===== src/rtl/rr_arbiter4.sv =====
// Four-requester round-robin arbiter with a bounded hold time.
// A grant is kept while its owner requests, up to MAX_HOLD cycles when
// others are waiting; grant outputs are registered (one-edge latency).
module rr_arbiter4 #(
  parameter int unsigned MAX_HOLD = 8,
  parameter int unsigned CNT_W    = 8
) (
  input  logic       clk,
  input  logic       rst_n,
  input  logic [3:0] req,
  output logic [3:0] gnt,
  output logic [1:0] gnt_id,
  output logic       gnt_valid
);

  localparam int unsigned N_REQ = 4;
  localparam int unsigned IDX_W = 2;

  typedef enum logic {
    ST_IDLE  = 1'b0,
    ST_GRANT = 1'b1
  } state_t;

  state_t             r_state;
  state_t             w_state_nxt;
  logic [IDX_W-1:0]   r_ptr;
  logic [IDX_W-1:0]   w_ptr_nxt;
  logic [CNT_W-1:0]   r_hold;
  logic [CNT_W-1:0]   w_hold_nxt;
  logic [N_REQ-1:0]   r_gnt;
  logic [N_REQ-1:0]   w_gnt_nxt;
  logic [IDX_W-1:0]   r_gnt_id;
  logic [IDX_W-1:0]   w_gnt_id_nxt;
  logic               r_gnt_valid;
  logic               w_gnt_valid_nxt;

  logic [N_REQ-1:0]   w_cand;
  logic               w_found;
  logic [IDX_W-1:0]   w_pick;
  logic               w_owner_req;
  logic               w_load;

  // The current owner is never a candidate: covers both release and preempt.
  assign w_cand      = req & ~r_gnt;
  assign w_owner_req = |(req & r_gnt);

  // First candidate in search order ptr, ptr+1, ptr+2, ptr+3 (mod 4).
  always_comb begin
    logic [IDX_W-1:0] w_idx;
    w_found = 1'b0;
    w_pick  = '0;
    w_idx   = '0;
    for (int i = 0; i < N_REQ; i++) begin
      w_idx = r_ptr + IDX_W'(i);
      if (!w_found && w_cand[w_idx]) begin
        w_found = 1'b1;
        w_pick  = w_idx;
      end
    end
  end

  // State register plus registered outputs; reset forces everything idle.
  always_ff @(posedge clk or negedge rst_n) begin
    if (!rst_n) begin
      r_state     <= ST_IDLE;
      r_ptr       <= '0;
      r_hold      <= '0;
      r_gnt       <= '0;
      r_gnt_id    <= '0;
      r_gnt_valid <= 1'b0;
    end else begin
      r_state     <= w_state_nxt;
      r_ptr       <= w_ptr_nxt;
      r_hold      <= w_hold_nxt;
      r_gnt       <= w_gnt_nxt;
      r_gnt_id    <= w_gnt_id_nxt;
      r_gnt_valid <= w_gnt_valid_nxt;
    end
  end

  // Next-state: keep, saturate, preempt, hand over or go idle.
  always_comb begin
    w_state_nxt = r_state;
    w_hold_nxt  = r_hold;
    w_load      = 1'b0;
    case (r_state)
      ST_IDLE: begin
        if (w_found) begin
          w_state_nxt = ST_GRANT;
          w_load      = 1'b1;
          w_hold_nxt  = CNT_W'(1);
        end else begin
          w_hold_nxt  = '0;
        end
      end
      ST_GRANT: begin
        if (w_owner_req) begin
          if (r_hold < CNT_W'(MAX_HOLD)) begin
            w_hold_nxt = r_hold + CNT_W'(1);
          end else if (w_found) begin
            w_load     = 1'b1;
            w_hold_nxt = CNT_W'(1);
          end else begin
            w_hold_nxt = CNT_W'(MAX_HOLD);
          end
        end else if (w_found) begin
          w_load     = 1'b1;
          w_hold_nxt = CNT_W'(1);
        end else begin
          w_state_nxt = ST_IDLE;
          w_hold_nxt  = '0;
        end
      end
      default: begin
        w_state_nxt = ST_IDLE;
        w_hold_nxt  = '0;
      end
    endcase
  end

  // Output next values: new owner on a load, otherwise hold or clear.
  always_comb begin
    w_gnt_nxt       = r_gnt;
    w_gnt_id_nxt    = r_gnt_id;
    w_gnt_valid_nxt = r_gnt_valid;
    w_ptr_nxt       = r_ptr;
    if (w_load) begin
      w_gnt_nxt       = N_REQ'(1) << w_pick;
      w_gnt_id_nxt    = w_pick;
      w_gnt_valid_nxt = 1'b1;
      w_ptr_nxt       = w_pick + IDX_W'(1);
    end else if (w_state_nxt == ST_IDLE) begin
      w_gnt_nxt       = '0;
      w_gnt_id_nxt    = '0;
      w_gnt_valid_nxt = 1'b0;
    end
  end

  assign gnt       = r_gnt;
  assign gnt_id    = r_gnt_id;
  assign gnt_valid = r_gnt_valid;

endmodule

===== config.mk =====
export PLATFORM = sky130hd
export DESIGN_NAME = rr_arbiter4
export DESIGN_NICKNAME = d
export VERILOG_FILES = /design/src/rtl/rr_arbiter4.sv
export SDC_FILE = /design/constraint.sdc
export NUM_CORES = 1
export LEC_CHECK = 0
export CORE_UTILIZATION = 50
export CTS_BUF_LIST = sky130_fd_sc_hd__clkbuf_8
export DETAILED_ROUTE_END_ITERATION = 10
export PLACE_DENSITY = 0.74
export SYNTH_ARGS = -nofsm -noshare
export SYNTH_HDL_FRONTEND = slang
export SYNTH_SLANG_ARGS = --single-unit

===== constraint.sdc =====
create_clock -name clk -period 2.6 [get_ports clk]
set_input_delay 0.39 -clock clk [delete_from_list [all_inputs] [get_ports clk]]
set_output_delay 0.39 -clock clk [all_outputs]
set_load 0.05 [all_outputs]

==> run summary <==
min Tclk post-route: 2.07 ns
GPL Wtd Cong: 0.745
Die Footprint: 1970 sq um
CTS max path bufs: 2
io pins: 13
EDFF count, synth: 0
CP Class: input port to flop
Pint: 0.757 mW
leakage: 0.515 nW
hold_buf cts: 0
WP data arrival: 2.20 ns
switching pwr: 0.531 mW
die width: 44.4 um
Fin Setup TNS: 0 ns
final worst path period share: 79.5%
wire per inst: 13.4 um
Critical Path Start: req[0]
antenna violations before repair: 0
RSZ-0062 raised after global routing: false
routed wire length: 1660 um
Async SR Flop Fraction: 100%
synth cell count leaders: dfrtp_1 (18), inv_1 (8), nand2_1 (7)
max-capacitance violation count: 0
CTS Buf Count: 3
worst vdd ir: 0.680 mV
multi-input logic area: 414 sq um
Setup-failing EPs final: 0
antenna-violating nets left: 0
CTS sink count: 18
pin count of the biggest net entering global routing: 19
Power per Cell Area: 1160 nW/um^2
Slew HR: 46.2%
Ys Warns: 0
Final Hold Fails: 0
Final HPWL DP: 1110 um
total number of vias: 630
sequential power share: 33.2%
worst r2r src: gnt[0]
Overall Power: 1.29 mW
Die Y-Extent: 44.4 um
storage element area: 450 sq um
via density per instance: 5.08
Synth Area per Inst: 11.1 sq um
drt drc: 0
Setup crit end kind: flop
initial DRC count: 5
Max Transition Viols Final: 0
Resized cells post-CTS: 0
Synth area leaders: dfrtp_1 (50%), ha_1 (7.0%), mux2i_1 (5.6%)
Worst-Skew Late Latency: 0.25 ns
worst-margin pin slew: 0.804 ns
# fillers: 126
top-area cell type share of the netlist area: 50.1%
global-route wire length before repair: 2740 um
Synth Flop Type: dfrtp_1
clock power share: 17.3%
post-CTS setup buffers: 0
switching fraction of total power: 41.2%
combinational power share: 49.5%
# port buffers: 12
Mapped Area: 898 sq um
largest area contributor in the netlist: dfrtp_1
# H-tree levels: 1
Rows: 14
vias in the first global route: 617
Worst Path Required: 2.74 ns
CTS tree: yes
Yosys reg bits: 18
gr ovfl total: 0
Core Region: 1590 sq um
most common cell in the netlist: dfrtp_1
Distinct cells, synth: 33
crit path launch type: input port
outcome: complete, no violations
clk_skew: 0.00132 ns
HP Class: flop to flop
min-delay src: gnt_valid
sequential area share after synthesis: 50.1%
area grow syn2layout: 24.1%
nets: 112
Overall Global Routing Usage: 19.3%
n_diodes: 0
Starting Density: 56.4%
Clk pin slew, worst setup/hold paths: 0.07 ns
layout cells sized above 1: 10.0%
critical-path maximum fanout: 3
Post-Syn Instances: 81
clock root cell: clkbuf_8
maximum clock frequency: 0.484 GHz
Detailed Routing Iterations Pass 1: 3
layer usage:
layer	track usage (%)	vias to the layer above	part of all wire (%)
met2	30.0	10	44
met3	2.45	2	2.8
met4	7.27	0	0.84
met5	0	-	0
met1	27.7	308	52
li1	-	310	-
cell families after synthesis:
logic type	Yosys count	synth area share, %
simple gates	25	16.9
flops	18	50.1
compound gates	15	12.4
buf+inv	10	5.01
mux	6	7.24
fa+ha+maj	5	6.96
other cells	1	0.417
xor+xnor	1	0.975
final timing paths:
kind	cells after the start	slack [ns]	endpoint
min reg2reg	1	0.49	gnt_valid
max in group asynchronous	1	1.49	r_hold[0]
max	7	0.53	r_ptr[1]
min	1	0.49	gnt_valid
max reg2reg	6	0.76	r_ptr[1]
min in group asynchronous	1	0.60	r_hold[5]
cell usage in the layout (no fill, tap or decap), drive strengths merged, types with 4 or more instances in the layout:
cell,synthesis,final
nand2,7,7
nor2b,5,5
nor3b,4,4
mux2i,5,5
inv,8,8
dfrtp,18,18
ha,5,5
conb,1,4
clkbuf,1,4
clkdlybuf4s50,0,12
area by class of cell:
cell class | count | share of cell area, %
multi-input combinational | 56 | 37.1
tap | 24 | 2.69
sequential | 18 | 40.4
inverter | 8 | 2.69
timing repair buffer | 14 | 12.1
clock buffer | 4 | 4.94
sequential cells by signal (all words and copies together), names as in the netlist:
register   cells
r_state        1
gnt_id         2
r_ptr          2
gnt            4
r_hold         8
gnt_valid      1
metrics by stage:
| step | cells | utilization, % | worst slack [ns] | hold WS (ns) | instance area, sq um |
|---|---|---|---|---|---|
| floorplan | 84 | - | 0.544 | 0.0944 | 910 |
| global placement | 120 | 66.5 | 0.353 | 0.464 | 1060 |
| detailed placement | 120 | 66.5 | 0.342 | 0.469 | 1060 |
| CTS | 124 | 69.9 | 0.541 | 0.490 | 1110 |
| global route | 124 | 69.9 | 0.344 | 0.499 | 1110 |
| finish | 124 | 69.9 | 0.533 | 0.492 | 1110 |
power by group through the flow:
stage	logic (mW)	registers, mW	clock network [mW]
floorplan	0.301	0.570	0
global placement	0.628	0.425	0
detailed placement	0.633	0.428	0
CTS	0.642	0.425	0.230
global route	0.688	0.434	0.236
finish	0.638	0.427	0.223
worst max-delay path, stage by stage:
cell and delay [ns]:
clkdlybuf4s50_1 0.49, nor2b_1 0.26, a2111oi_0 0.16, o31ai_1 0.27, inv_1 0.10, ha_1 0.28, mux2_4 0.25
(Power assumes the default switching activity.)
